==> src/rtl/instr_fetch_unit_if.sv <==
// Bus bundle for instr_fetch_unit.
// master: the fetch unit side (drives the imem request, the decoder-facing
//         instruction port and the status outputs).
// slave:  the environment side (instruction memory, decoder, redirect logic).
// Signals:
//   imem_req_valid/imem_req_ready/imem_addr   fetch request channel
//   imem_rsp_valid/imem_rsp_data              fetch response channel
//   inst_valid/inst_ready/instruction/inst_pc/pc_plus4   decoder port
//   redirect_valid/redirect_pc                PC redirect from branch/jump resolution
//   misalign_err/retired_cnt                  status outputs
interface instr_fetch_unit_if;
    logic        imem_req_valid;
    logic        imem_req_ready;
    logic [31:0] imem_addr;
    logic        imem_rsp_valid;
    logic [31:0] imem_rsp_data;
    logic        inst_valid;
    logic        inst_ready;
    logic [31:0] instruction;
    logic [31:0] inst_pc;
    logic [31:0] pc_plus4;
    logic        redirect_valid;
    logic [31:0] redirect_pc;
    logic        misalign_err;
    logic [31:0] retired_cnt;

    modport master (
        output imem_req_valid,
        input  imem_req_ready,
        output imem_addr,
        input  imem_rsp_valid,
        input  imem_rsp_data,
        output inst_valid,
        input  inst_ready,
        output instruction,
        output inst_pc,
        output pc_plus4,
        input  redirect_valid,
        input  redirect_pc,
        output misalign_err,
        output retired_cnt
    );

    modport slave (
        input  imem_req_valid,
        output imem_req_ready,
        input  imem_addr,
        output imem_rsp_valid,
        output imem_rsp_data,
        input  inst_valid,
        output inst_ready,
        input  instruction,
        input  inst_pc,
        input  pc_plus4,
        output redirect_valid,
        output redirect_pc,
        input  misalign_err,
        input  retired_cnt
    );
endinterface

==> src/rtl/instr_fetch_unit.sv <==
// Instruction fetch unit: owns the PC, issues one imem request at a time and
// holds the fetched word on a valid/ready port towards the control decoder.
// Redirects override any state and discard whatever fetch is in flight.
// Ports:
//   clk    clock, all state updates on posedge
//   rst_n  synchronous active-low reset
//   bus    instr_fetch_unit_if.master (imem request/response, decoder port,
//          redirect input, misalign_err pulse, retired_cnt)
module instr_fetch_unit #(
    parameter logic [31:0] RESET_PC = 32'h0000_0000,
    parameter logic [31:0] NOP_INST = 32'h0000_0013
) (
    input  logic               clk,
    input  logic               rst_n,
    instr_fetch_unit_if.master bus
);
    localparam int unsigned XLEN = 32;

    typedef enum logic [1:0] {
        FETCH = 2'd0,
        WAIT  = 2'd1,
        HOLD  = 2'd2,
        DROP  = 2'd3
    } state_t;

    state_t            state_q;
    state_t            state_d;
    state_t            reset_state_c;
    logic [XLEN-1:0]   pc_q;
    logic [XLEN-1:0]   pc_d;
    logic [XLEN-1:0]   inst_q;
    logic [XLEN-1:0]   inst_pc_q;
    logic [XLEN-1:0]   pc_plus4_q;
    logic [XLEN-1:0]   retired_q;
    logic              misalign_q;
    logic              latch_c;
    logic              retire_c;
    logic              kill_c;
    logic [XLEN-1:0]   redirect_aligned_c;

    assign redirect_aligned_c = {bus.redirect_pc[XLEN-1:2], 2'b00};

    // Next-state / PC / strobe logic
    always_comb begin
        state_d       = state_q;
        pc_d          = pc_q;
        latch_c       = 1'b0;
        retire_c      = 1'b0;
        kill_c        = 1'b0;
        // A request still outstanding across reset must have its response swallowed.
        reset_state_c = ((state_q == WAIT) || (state_q == DROP)) && !bus.imem_rsp_valid
                        ? DROP : FETCH;

        unique case (state_q)
            FETCH: begin
                if (bus.imem_req_ready) begin
                    state_d = bus.redirect_valid ? DROP : WAIT;
                end
            end
            WAIT: begin
                if (bus.imem_rsp_valid) begin
                    if (bus.redirect_valid) begin
                        state_d = FETCH;
                    end else begin
                        state_d = HOLD;
                        latch_c = 1'b1;
                    end
                end else if (bus.redirect_valid) begin
                    state_d = DROP;
                end
            end
            HOLD: begin
                if (bus.redirect_valid) begin
                    state_d = FETCH;
                    kill_c  = 1'b1;
                end else if (bus.inst_ready) begin
                    state_d  = FETCH;
                    retire_c = 1'b1;
                end
            end
            DROP: begin
                if (bus.imem_rsp_valid) begin
                    state_d = FETCH;
                end
            end
            default: state_d = FETCH;
        endcase

        if (bus.redirect_valid) begin
            pc_d = redirect_aligned_c;
        end else if (retire_c) begin
            pc_d = pc_q + XLEN'(4);
        end
    end

    // State and PC registers
    always_ff @(posedge clk) begin
        if (!rst_n) begin
            state_q <= reset_state_c;
            pc_q    <= RESET_PC;
        end else begin
            state_q <= state_d;
            pc_q    <= pc_d;
        end
    end

    // Decoder-facing buffer, retire counter and misalign pulse
    always_ff @(posedge clk) begin
        if (!rst_n) begin
            inst_q     <= NOP_INST;
            inst_pc_q  <= RESET_PC;
            pc_plus4_q <= RESET_PC + XLEN'(4);
            retired_q  <= '0;
            misalign_q <= 1'b0;
        end else begin
            misalign_q <= bus.redirect_valid && (bus.redirect_pc[1:0] != 2'b00);
            if (latch_c) begin
                inst_q     <= bus.imem_rsp_data;
                inst_pc_q  <= pc_q;
                pc_plus4_q <= pc_q + XLEN'(4);
            end else if (retire_c || kill_c) begin
                inst_q <= NOP_INST;
            end
            if (retire_c) begin
                retired_q <= retired_q + XLEN'(1);
            end
        end
    end

    // Request is suppressed combinationally while reset is asserted.
    assign bus.imem_req_valid = (state_q == FETCH) && rst_n;
    assign bus.imem_addr      = pc_q;
    assign bus.inst_valid     = (state_q == HOLD);
    assign bus.instruction    = inst_q;
    assign bus.inst_pc        = inst_pc_q;
    assign bus.pc_plus4       = pc_plus4_q;
    assign bus.misalign_err   = misalign_q;
    assign bus.retired_cnt    = retired_q;
endmodule

==> src/flat_wrapper.sv <==
// flat-port wrapper written by rule: the top's interface ports become plain ports
module instr_fetch_unit_flat 
#(
    parameter logic [31:0] RESET_PC = 32'h0000_0000,
    parameter logic [31:0] NOP_INST = 32'h0000_0013
)
  (clk, rst_n, bus_imem_req_valid, bus_imem_req_ready, bus_imem_addr, bus_imem_rsp_valid, bus_imem_rsp_data, bus_inst_valid, bus_inst_ready, bus_instruction, bus_inst_pc, bus_pc_plus4, bus_redirect_valid, bus_redirect_pc, bus_misalign_err, bus_retired_cnt);
  instr_fetch_unit_if bus_i ();
  input  logic clk;
  input  logic rst_n;
  output wire logic [$bits(bus_i.imem_req_valid)-1:0] bus_imem_req_valid;
  input wire logic [$bits(bus_i.imem_req_ready)-1:0] bus_imem_req_ready;
  output wire logic [$bits(bus_i.imem_addr)-1:0] bus_imem_addr;
  input wire logic [$bits(bus_i.imem_rsp_valid)-1:0] bus_imem_rsp_valid;
  input wire logic [$bits(bus_i.imem_rsp_data)-1:0] bus_imem_rsp_data;
  output wire logic [$bits(bus_i.inst_valid)-1:0] bus_inst_valid;
  input wire logic [$bits(bus_i.inst_ready)-1:0] bus_inst_ready;
  output wire logic [$bits(bus_i.instruction)-1:0] bus_instruction;
  output wire logic [$bits(bus_i.inst_pc)-1:0] bus_inst_pc;
  output wire logic [$bits(bus_i.pc_plus4)-1:0] bus_pc_plus4;
  input wire logic [$bits(bus_i.redirect_valid)-1:0] bus_redirect_valid;
  input wire logic [$bits(bus_i.redirect_pc)-1:0] bus_redirect_pc;
  output wire logic [$bits(bus_i.misalign_err)-1:0] bus_misalign_err;
  output wire logic [$bits(bus_i.retired_cnt)-1:0] bus_retired_cnt;
  assign bus_imem_req_valid = bus_i.imem_req_valid;
  assign bus_i.imem_req_ready = bus_imem_req_ready;
  assign bus_imem_addr = bus_i.imem_addr;
  assign bus_i.imem_rsp_valid = bus_imem_rsp_valid;
  assign bus_i.imem_rsp_data = bus_imem_rsp_data;
  assign bus_inst_valid = bus_i.inst_valid;
  assign bus_i.inst_ready = bus_inst_ready;
  assign bus_instruction = bus_i.instruction;
  assign bus_inst_pc = bus_i.inst_pc;
  assign bus_pc_plus4 = bus_i.pc_plus4;
  assign bus_i.redirect_valid = bus_redirect_valid;
  assign bus_i.redirect_pc = bus_redirect_pc;
  assign bus_misalign_err = bus_i.misalign_err;
  assign bus_retired_cnt = bus_i.retired_cnt;
  instr_fetch_unit #(.RESET_PC(RESET_PC), .NOP_INST(NOP_INST)) u_core (.clk(clk), .rst_n(rst_n), .bus(bus_i));
endmodule
==> config.mk <==
export PLATFORM = sky130hd
export DESIGN_NAME = instr_fetch_unit_flat
export DESIGN_NICKNAME = d
export VERILOG_FILES = /design/src/rtl/instr_fetch_unit_if.sv /design/src/rtl/instr_fetch_unit.sv /design/src/flat_wrapper.sv
export SDC_FILE = /design/constraint.sdc
export NUM_CORES = 1
export LEC_CHECK = 0
export ABC_CLOCK_PERIOD_IN_PS = 2400
export CAP_MARGIN = 20
export CORE_MARGIN = 2
export CORE_UTILIZATION = 42
export DETAILED_ROUTE_END_ITERATION = 8
export PLACE_DENSITY = 0.79
export REMOVE_ABC_BUFFERS = 1
export SLEW_MARGIN = 20
export SYNTH_ARGS = -nofsm -noshare
export SYNTH_HDL_FRONTEND = slang
export SYNTH_SLANG_ARGS = --single-unit
==> constraint.sdc <==
create_clock -name clk -period 2.4 [get_ports clk]
set_input_delay 0.72 -clock clk [delete_from_list [all_inputs] [get_ports clk]]
set_output_delay 0.72 -clock clk [all_outputs]
set_load 0.005 [all_outputs]
==> impl_results.md <==
- Final slew viol count: 0
- Ys flop type: dfxtp_1
- Clock-pin slew on the worst setup and hold paths: 0.07 ns
- Worst r2r path cells: 5
- Number of global-route vias before repair: 6902
- Initial Util: 0.4248
- Max Root-Sink Buffers: 2
- DRT Wirelength: 23270 um
- Hold-fix buffers, CTS: 0
- DR vias: 7639
- Final setup violation count: 0
- Global-route wire length before repair: 36200 um
- RSZ-0062 raised after global routing: no
- Fin. Hold Viols: 0
- EDFF count, synth: 2
- Drt wl/cell: 17.05 um
- Leak: 3.818 nW
- DP Worst Slack: -0.4088 ns
- Distinct cells, synth: 64
- Die area: 18380 um2
- # rows: 48
- TritonCTS buffer count: 17
- ANT cells: 0
- Minimum clock period: 2.351 ns
- Ratio of cells with drive above 1 in the final layout: 0.1219
- Area of the multi-input gates: 3734 um2
- Filler cell count: 1459
- Critical path peak fanout: 15
- Grt met2 use: 0.4052
- CTS tree: built
- Ys Warns: 0
- DRT antenna net count: 0
- Max-cap violations: 0
- Top post-synthesis cells by area: dfxtp_1 43%, nand2_1 5.5%, a21oi_1 4.5%
- Nets: 1199
- Post-DP HPWL: 16230 um
- Status: finished, final reports clean
- GPL Wtd Cong: 0.8630
- CTS root buffer: clkbuf_16
- Gr ovfl total: 0
- Die height: 135.6 um
- Clk sinks: 157
- GRT met1 Usage: 0.3196
- Global route hottest layer: met2
- Max incr delay on CP: 0.62 ns
- Clk_lat worst skew: 0.43 ns
- CP Launch Type: primary input
- Setup TNS Final: 0 ns
- Largest net degree at the start of global routing: 80
- Hold Crit Class: flop to flop
- Peak Freq: 425.3 MHz
- Placeable Area: 17120 um2
- Post-synthesis sequential area ratio: 0.4350
- Setup ws final: 0.04873 ns
- Slowest CP cell: or4_4
- Pwr dens: 690.8 nW/um2
- Synth area leader: dfxtp_1
- Setup Crit Path Kind: primary input to flop
- # H-tree levels: 4
- Pre-Repair DR Iteration Count: 6
- Seq cells post-synth: 157
- Die W: 135.6 um
- Area grow syn2layout: 48.82%
- Crit path capture type: flop
- Initial DRC count: 646
- Sequence of cells on the critical path: clkdlybuf4s50_1 -> nand4bb_4 -> or4_4 -> or3_1 -> a21oi_1
- Syn Inst Count: 883
- Total GRT Usage: 0.2484
- Maximum vdd drop: 0.4534 mV
- WP data required: 2.76 ns
- Syn Std Cell Area: 7271 um2
- Tot Pwr: 7.475 mW
- Period Utilization, post-route: 0.9797
- DRC violations left: 0
- Met3 Resource Use GR: 0.04415
- FF+latch area: 3163 um2
- Worst Max-Slew Pin Slew: 0.7681 ns
- IO Port Bufs: 226
- Avg Cell Area, Syn: 8.234 um2
- Via-to-Cell Ratio: 5.596
- Asr flop ratio synth: 0
- Number of antenna violations at the first check in global routing: 0
- Crit path DAT: 2.71 ns
- Worst Hold Depth: 2
- Post-synth top area share: 0.4268
- IO Pins: 233
- Worst Clk Skew: 0.008036 ns
- Headroom to the max-slew limit: 0.4879
[synth_stat cells (2+ instances only)]
cell       count
buf_2         19
ha_1           2
xnor2_1       21
or2_1          2
and3_1         9
and4_1        16
and3b_1        4
o21ai_1       13
mux2i_1        9
buf_1          7
a22oi_1       30
inv_1          6
nand2b_1      12
buf_4          6
a311oi_1       6
dfxtp_1      155
nor4_2         3
nand4b_1       2
or3_1         17
a31oi_1       15
nand4_1       25
nand2_1      107
nor2_1        63
nor3_1        24
xor2_1         7
nor4_1        16
o21a_1         3
buf_6          3
edfxtp_1       2
a21oi_1       66
nand4bb_1      2
o22ai_1        5
a211oi_1      16
or4_1         14
o311ai_1       2
clkbuf_1      59
nand3b_1       2
o41ai_2        3
o21ai_0       51
nand3_1       26
o31ai_1       10
[per-layer routing]
metal / part of all wire / routed length, um / vias up
li1: - / - / 3692
met1: 0.43 / 9988 / 3603
met2: 0.48 / 11090 / 297
met3: 0.064 / 1494 / 47
met4: 0.030 / 700 / 0
met5: 0 / 0 / -
[through the flow]
step | cells | hold WS (ns) | cell area (um2) | util
floorplan | 794 | 0.4527 | 6868 | -
global placement | 1327 | 0.4412 | 10150 | 0.5930
detailed placement | 1327 | 0.4456 | 10150 | 0.5930
CTS | 1364 | 0.4542 | 10800 | 0.6308
global route | 1365 | 0.4733 | 10820 | 0.6322
finish | 1365 | 0.4538 | 10820 | 0.6322
[critical path, delay by kind of cell]
| kind | cells | cell delay (ns) |
|---|---|---|
| AO/OA/AOI/OAI | 1 | 0.16 |
| AND/OR/NAND/NOR | 3 | 1.27 |
| buffers and inverters | 1 | 0.54 |
[logic make-up after synthesis]
family	share of synthesized area
buffers and inverters	0.06161
DFF	0.4350
muxes	0.01239
adders and majority gates	0.003441
xor gates and xnor gates	0.03373
AOI/OAI and AO/OA	0.2007
other	0.0005158
and+or+nand+nor	0.2526
[sequential cells by signal, indices dropped and copies added (netlist names)]
signal,cells
u_core.bus.misalign_err,1
u_core.bus.imem_addr,30
u_core.bus.retired_cnt,32
u_core.bus.instruction,32
u_core.bus.inst_pc,30
u_core.bus.pc_plus4,30
u_core.state_q,2
[layout make-up]
cell class,count,share of cell area
Tap cell,225,0.02602
Inverter,7,0.002544
Sequential cell,157,0.2923
Multi-Input combinational cell,630,0.3451
Clock inverter,14,0.01469
Timing Repair Buffer,314,0.2788
Clock buffer,18,0.04059
[power breakdown]
part	switching, mW	internal [mW]
sequential	0.156	2.82
combinational	0.800	0.951
clock	1.17	1.58
[repair_timing]
item,4_1_cts,5_1_grt
setup endpoints to repair,2,2
resized for setup,3,1
hold endpoints to repair,0,0
buffers inserted,5,1
[layout by cell type (no fill, tap or decap), types with 13 or more instances in the layout]
master,count
a211oi_1,16
a21oi_1,66
a22oi_1,30
a31oi_1,15
and4_1,16
buf_4,80
clkbuf_16,17
clkdlybuf4s50_1,224
dfxtp_1,155
nand2_1,107
nand3_1,26
nand4_1,25
nor2_1,63
nor3_1,23
nor4_1,15
o21ai_0,51
o21ai_1,13
or3_1,17
or4_1,14
xnor2_1,21
[path summary, 6_finish.rpt]
check / to / startpoint / slack (ns)
hold / removal: u_core.bus.inst_pc[14]$_SDFFE_PN0N_ / u_core.bus.inst_pc[14]$_SDFFE_PN0N_ / 0.45
setup reg to reg: u_core.bus.imem_addr[20]$_SDFFE_PN0P_ / u_core.bus.imem_addr[3]$_SDFFE_PN0P_ / 0.16
hold reg to reg: u_core.bus.inst_pc[14]$_SDFFE_PN0N_ / u_core.bus.inst_pc[14]$_SDFFE_PN0N_ / 0.45
setup / recovery: u_core.bus.retired_cnt[19]$_SDFFE_PN0P_ / bus_redirect_valid / 0.05
Power figures use the tool's default switching activity.
==> variant 1, RTL diff (same flow settings) <==
The 4 states of `state_t` get a one-hot encoding in 4 bits.
--- a/src/rtl/instr_fetch_unit.sv
+++ b/src/rtl/instr_fetch_unit.sv
@@ -16,11 +16,11 @@
 );
     localparam int unsigned XLEN = 32;
 
-    typedef enum logic [1:0] {
-        FETCH = 2'd0,
-        WAIT  = 2'd1,
-        HOLD  = 2'd2,
-        DROP  = 2'd3
+    typedef enum logic [3:0] {
+        FETCH = 4'b0001,
+        WAIT  = 4'b0010,
+        HOLD  = 4'b0100,
+        DROP  = 4'b1000
     } state_t;
 
     state_t            state_q;
Check against the original RTL: same outputs for any inputs over 4 cycles, from zero or initial values and one cycle with rst_n low; so few cycles prove little.
==> variant 1 against the unedited design <==
  * Wire length fell by 6.3%
  * Critical endpoint is now bus_imem_req_valid
  * Sequential cell count rose by 2
  * Fmax fell by 0.57%
  * Non-clock buffer count fell by 19
  * Design area fell by 4.7%
  * Die area fell by 5.4%
  * Count of clock-buffer cells in the layout rose by 3
  * Setup slack got worse by 13 ps
  * Synthesized area fell by 5.6%
  * Combinational power fell by 50%
  * Total power fell by 15%
  * Clock power fell by 4%
  * Core utilization rose by 1.4 points
  * Hold slack got worse by 1.5 ps
  * Largest cell class unchanged
==> variant 1: results (changes against the unedited design) <==
Finish
  • Final non-clock buffer share: 27.7% (-0.21 points)
  • Sequential cell count: 159 (+1.3%)
  • Diode count: 2 (+2)
  • Inverters: 14 (+7)
  • Multi-input logic area: 3330 um^2 (-11%)
  • Nets: 1,115 (-7.0%)
  • Share of cells above drive strength 1: 11.6% (-0.64 points)
  • Finished Layout Cells: 1,274 (-6.7%)
  • Clock buffers: 21 (+3)
  • Clock-cell share of area: 5.61% (+0.080 points)
  • Storage cell area: 3220 um^2 (+1.9%)

Route
  • DRT iter0 DRCs: 447 (-31%)
  • Detailed Routing Iterations Pass 1: 5 (-1)

Power and ir drop
  • Leak Pwr: 0.00366 uW (-4.2%)
  • VDD IR max: 0.530 mV (+17%)

Synthesis
  • Synth unique cells: 55 (-14%)
  • Top post-synthesis cells by area: dfxtp_1 45%, a21oi_1 5.7%, nand2_1 5.3%
  • Syn_area_per_cell: 8.68 um^2 (+5.4%)

Timing
  • Worst slew pin tran: 491 ps (-277 ps)
  • Skew final: 11.8 ps (+3.76 ps)

Outcome
  • Status: completed

Setup path
  • Crit-path leading delay family: buffers and inverters
  • Worst-path fanout max: 2 (-13)

Placed design
  • RD Place Congestion: 0.899 (+4.2%)
  • Pre-CTS WS: -471 ps (-62.3 ps)

Global route
  • Total track usage: 24.4% (-0.40 points)
  • Met1 usage in global routing: 30.1% (-1.9 points)
  • Met3 usage: 6.92% (+2.5 points)
  • Vias in the first global route: 6,662 (-3.5%)
  • First-pass GRT wire length: 34,600 um (-4.4%)
  • Largest net degree at the start of global routing: 46 (-43%)
==> variant 1: worst paths after layout <==
check                                                to  cells past startpoint                                   from  slack (ps)
setup / recovery                     bus_imem_req_valid                      3                                  rst_n          40
hold / removal       u_core.bus.inst_pc[4]$_SDFFE_PN0P_                      2     u_core.bus.inst_pc[4]$_SDFFE_PN0P_         450
setup reg to reg  u_core.bus.imem_addr[30]$_SDFFE_PN0P_                      5  u_core.bus.imem_addr[13]$_SDFFE_PN0P_         160
hold reg to reg      u_core.bus.inst_pc[4]$_SDFFE_PN0P_                      2     u_core.bus.inst_pc[4]$_SDFFE_PN0P_         450
==> variant 1: kinds of logic after synthesis <==
family / share of synthesized area, %
xor gates and xnor gates: 5.23
and+or+nand+nor: 20.9
adders and majority gates: 0.365
other: 0.0546
AOI/OAI and AO/OA: 20.8
DFF: 47.0
muxes: 0.292
buffers and inverters: 5.34
==> variant 1: power by group <==
group / total, uW / internal, uW / switching [uW]
registers: 2860 / 2760 / 101
clock network: 2630 / 1520 / 1110
logic: 879 / 478 / 401
==> variant 2, RTL diff (same flow settings) <==
Made on the original files. `NOP_INST` is set to 32'h0000_0013 in 2 places; all go to 32'h00000012.
--- a/src/rtl/instr_fetch_unit.sv
+++ b/src/rtl/instr_fetch_unit.sv
@@ -8,7 +8,7 @@
 //          redirect input, misalign_err pulse, retired_cnt)
 module instr_fetch_unit #(
     parameter logic [31:0] RESET_PC = 32'h0000_0000,
-    parameter logic [31:0] NOP_INST = 32'h0000_0013
+    parameter logic [31:0] NOP_INST = 32'h00000012
 ) (
     input  logic               clk,
     input  logic               rst_n,
--- a/src/flat_wrapper.sv
+++ b/src/flat_wrapper.sv
@@ -2,7 +2,7 @@
 module instr_fetch_unit_flat 
 #(
     parameter logic [31:0] RESET_PC = 32'h0000_0000,
-    parameter logic [31:0] NOP_INST = 32'h0000_0013
+    parameter logic [31:0] NOP_INST = 32'h00000012
 )
   (clk, rst_n, bus_imem_req_valid, bus_imem_req_ready, bus_imem_addr, bus_imem_rsp_valid, bus_imem_rsp_data, bus_inst_valid, bus_inst_ready, bus_instruction, bus_inst_pc, bus_pc_plus4, bus_redirect_valid, bus_redirect_pc, bus_misalign_err, bus_retired_cnt);
   instr_fetch_unit_if bus_i ();
Function: changed (Yosys sat finds a counterexample within 4 cycles, from zero or initial values and one cycle with rst_n low).
==> variant 2 against the unedited design <==
  * Design area is 0.76% lower
  * Count of clock-buffer cells in the layout rose by 2
  * Critical path depth is 3 lower
  * Largest cell class unchanged
  * Sequential share of layout area increased by 0.22 points
  * Total power decreased by 1.8%
  * Setup slack about the same
  * Die area up 0.13%
  * Synthesized area rose by 0.14%
  * Sequential cell count stayed put
  * Wire length increased by 2.1%
==> variant 2: results (changes against the unedited design) <==
Outcome
  • Status: completed

Placed design
  • HPWL after DPL: 16,500 um (+1.5%)
  • Port Buf Inserts: 226 (unchanged)
  • Placement Cell Area: 10,100 um^2 (-0.47%)
  • RD Place Congestion: 0.892 (+3.3%)

Synthesis
  • Top post-synthesis cells by area: dfxtp_1 43%, nand2_1 5.5%, a21oi_1 4.5%
  • Async SR Flop Fraction: 0% (unchanged)
  • Synth cell count leaders: 155 x dfxtp_1, 106 x nand2_1, 66 x a21oi_1, 64 x nor2_1, 58 x clkbuf_1
  • Sequential fraction of the synthesis area: 43.4% (-0.060 points)
  • Synth unique cells: 62 (-3.1%)
  • EDFF count, synth: 2 (unchanged)
  • Synth Warn #: 0 (unchanged)

Timing
  • Relative slew slack: 47.0% (-1.8 points)
  • Final hold vios: 0 (unchanged)
  • Skew final: 6.08 ps (-1.96 ps)

Finish
  • Share of cells above drive strength 1: 11.2% (-1.0 points)
  • Nets: 1,190 (-0.75%)
  • Fill count: 1,454 (-0.34%)
  • Diode count: 0 (unchanged)

Route
  • DRT iter0 DRCs: 627 (-2.9%)
  • Post-Route WL: 23,800 um (+2.1%)
  • Routed via count: 7,605 (-0.45%)
  • Detailed Routing Iterations Pass 1: 5 (-1)

CTS
  • H-tree depth: 4 (unchanged)
  • Reg clk slew, reported paths: around 60 ps
  • Total CTS buffers: 17 (unchanged)
  • Worst-skew pair later-pin latency: 430 ps (about the same)
  • CTS Buffer Depth: 2 (unchanged)
  • Root buffer cell: clkbuf_16

Setup path
  • Slowest cell delay on critical path: 520 ps (-100 ps)
  • Crit-path leading delay family: buffers and inverters
  • Worst-path fanout max: 7 (-8)
  • Critical path arrival: 1630 ps (-1080 ps)
  • CP max-delay cell: clkdlybuf4s50_1

Power and ir drop
  • VDD IR max: 0.641 mV (+41%)
  • PD cells: 683 nW/um^2 (-1.1%)
  • Leak Pwr: 0.00375 uW (-1.7%)

Global route
  • Largest net degree at the start of global routing: 79 (-1.3%)
  • Initial antenna violation count: 0 (unchanged)
  • Vias in the first global route: 7,001 (+1.4%)
  • Total track usage: 25.2% (+0.32 points)
  • First-pass GRT wire length: 36,800 um (+1.5%)

Worst hold path
  • Worst Hold Class: reg2reg
==> variant 2: worst paths after layout <==
| kind | from | slack [ps] | endpoint | cells past startpoint |
|---|---|---|---|---|
| setup / recovery | u_core.bus.imem_addr[21]$_SDFFE_PN0P_ | 50 | bus_imem_addr[21] | 2 |
| hold / removal | u_core.bus.inst_pc[4]$_SDFFE_PN0N_ | 450 | u_core.bus.inst_pc[4]$_SDFFE_PN0N_ | 2 |
| setup reg to reg | u_core.state_q[0]$_DFFE_PP_ | 80 | u_core.bus.imem_addr[13]$_SDFFE_PN0P_ | 7 |
| hold reg to reg | u_core.bus.inst_pc[4]$_SDFFE_PN0N_ | 450 | u_core.bus.inst_pc[4]$_SDFFE_PN0N_ | 2 |
==> variant 2: worst min-delay path, cell delays in order (launching register included) <==
cell     delay, ps
dfxtp_1        310
nand2_1         50
a21oi_1         50
==> variant 2: report_power, final <==
| group | internal, uW | total (uW) | switching [uW] |
|---|---|---|---|
| logic | 925 | 1720 | 791 |
| registers | 2820 | 2980 | 159 |
| clock network | 1580 | 2650 | 1060 |
==> variant 2: cell families (layout without fill, tap and decap cells) <==
| group | after synthesis | in the layout | synth area share, % |
|---|---|---|---|
| and+or+nand+nor | 352 | 353 | 25.3 |
| buffers and inverters | 101 | 338 | 6.24 |
| AOI/OAI and AO/OA | 233 | 233 | 20.1 |
| xor gates and xnor gates | 28 | 28 | 3.37 |
| adders and majority gates | 2 | 2 | 0.344 |
| DFF | 157 | 157 | 43.4 |
| muxes | 9 | 9 | 1.24 |
| other | 1 | 6 | 0.0515 |
==> variant 2: area by class of cell <==
| cell class | instances | area share (%) |
|---|---|---|
| Timing Repair Buffer | 304 | 27.6 |
| Sequential cell | 157 | 29.5 |
| Tap cell | 225 | 2.62 |
| Inverter | 7 | 0.256 |
| Clock buffer | 20 | 4.36 |
| Clock inverter | 7 | 0.851 |
| Multi-Input combinational cell | 631 | 34.9 |
==> variant 2: layer usage <==
layer | vias up | wire length (um) | track usage (%)
met5 | - | 0 | 0
met4 | 0 | 621 | 10.5
met3 | 49 | 1460 | 4.53
met2 | 284 | 11600 | 41.3
met1 | 3607 | 10100 | 32.6
li1 | 3665 | - | -
==> variant 2: what timing repair did <==
item,CTS,global route
gates cloned,0,1
gates resized for setup,3,5
setup buffers,3,0
setup endpoints to repair,2,8
pin swaps,0,1
==> variant 2: per-stage QoR <==
stage	total power (uW)	TNS [ps]	hold WS, ps	instances	worst slack, ps
after global routing	7620	0	468	1351	21.0
after CTS	7320	0	457	1350	32.0
after detailed placement	4650	-26710	449	1320	-374
after global placement	4630	-23610	441	1320	-317
final	7340	0	454	1351	49.0
after floorplan	3610	-12290	453	794	-373
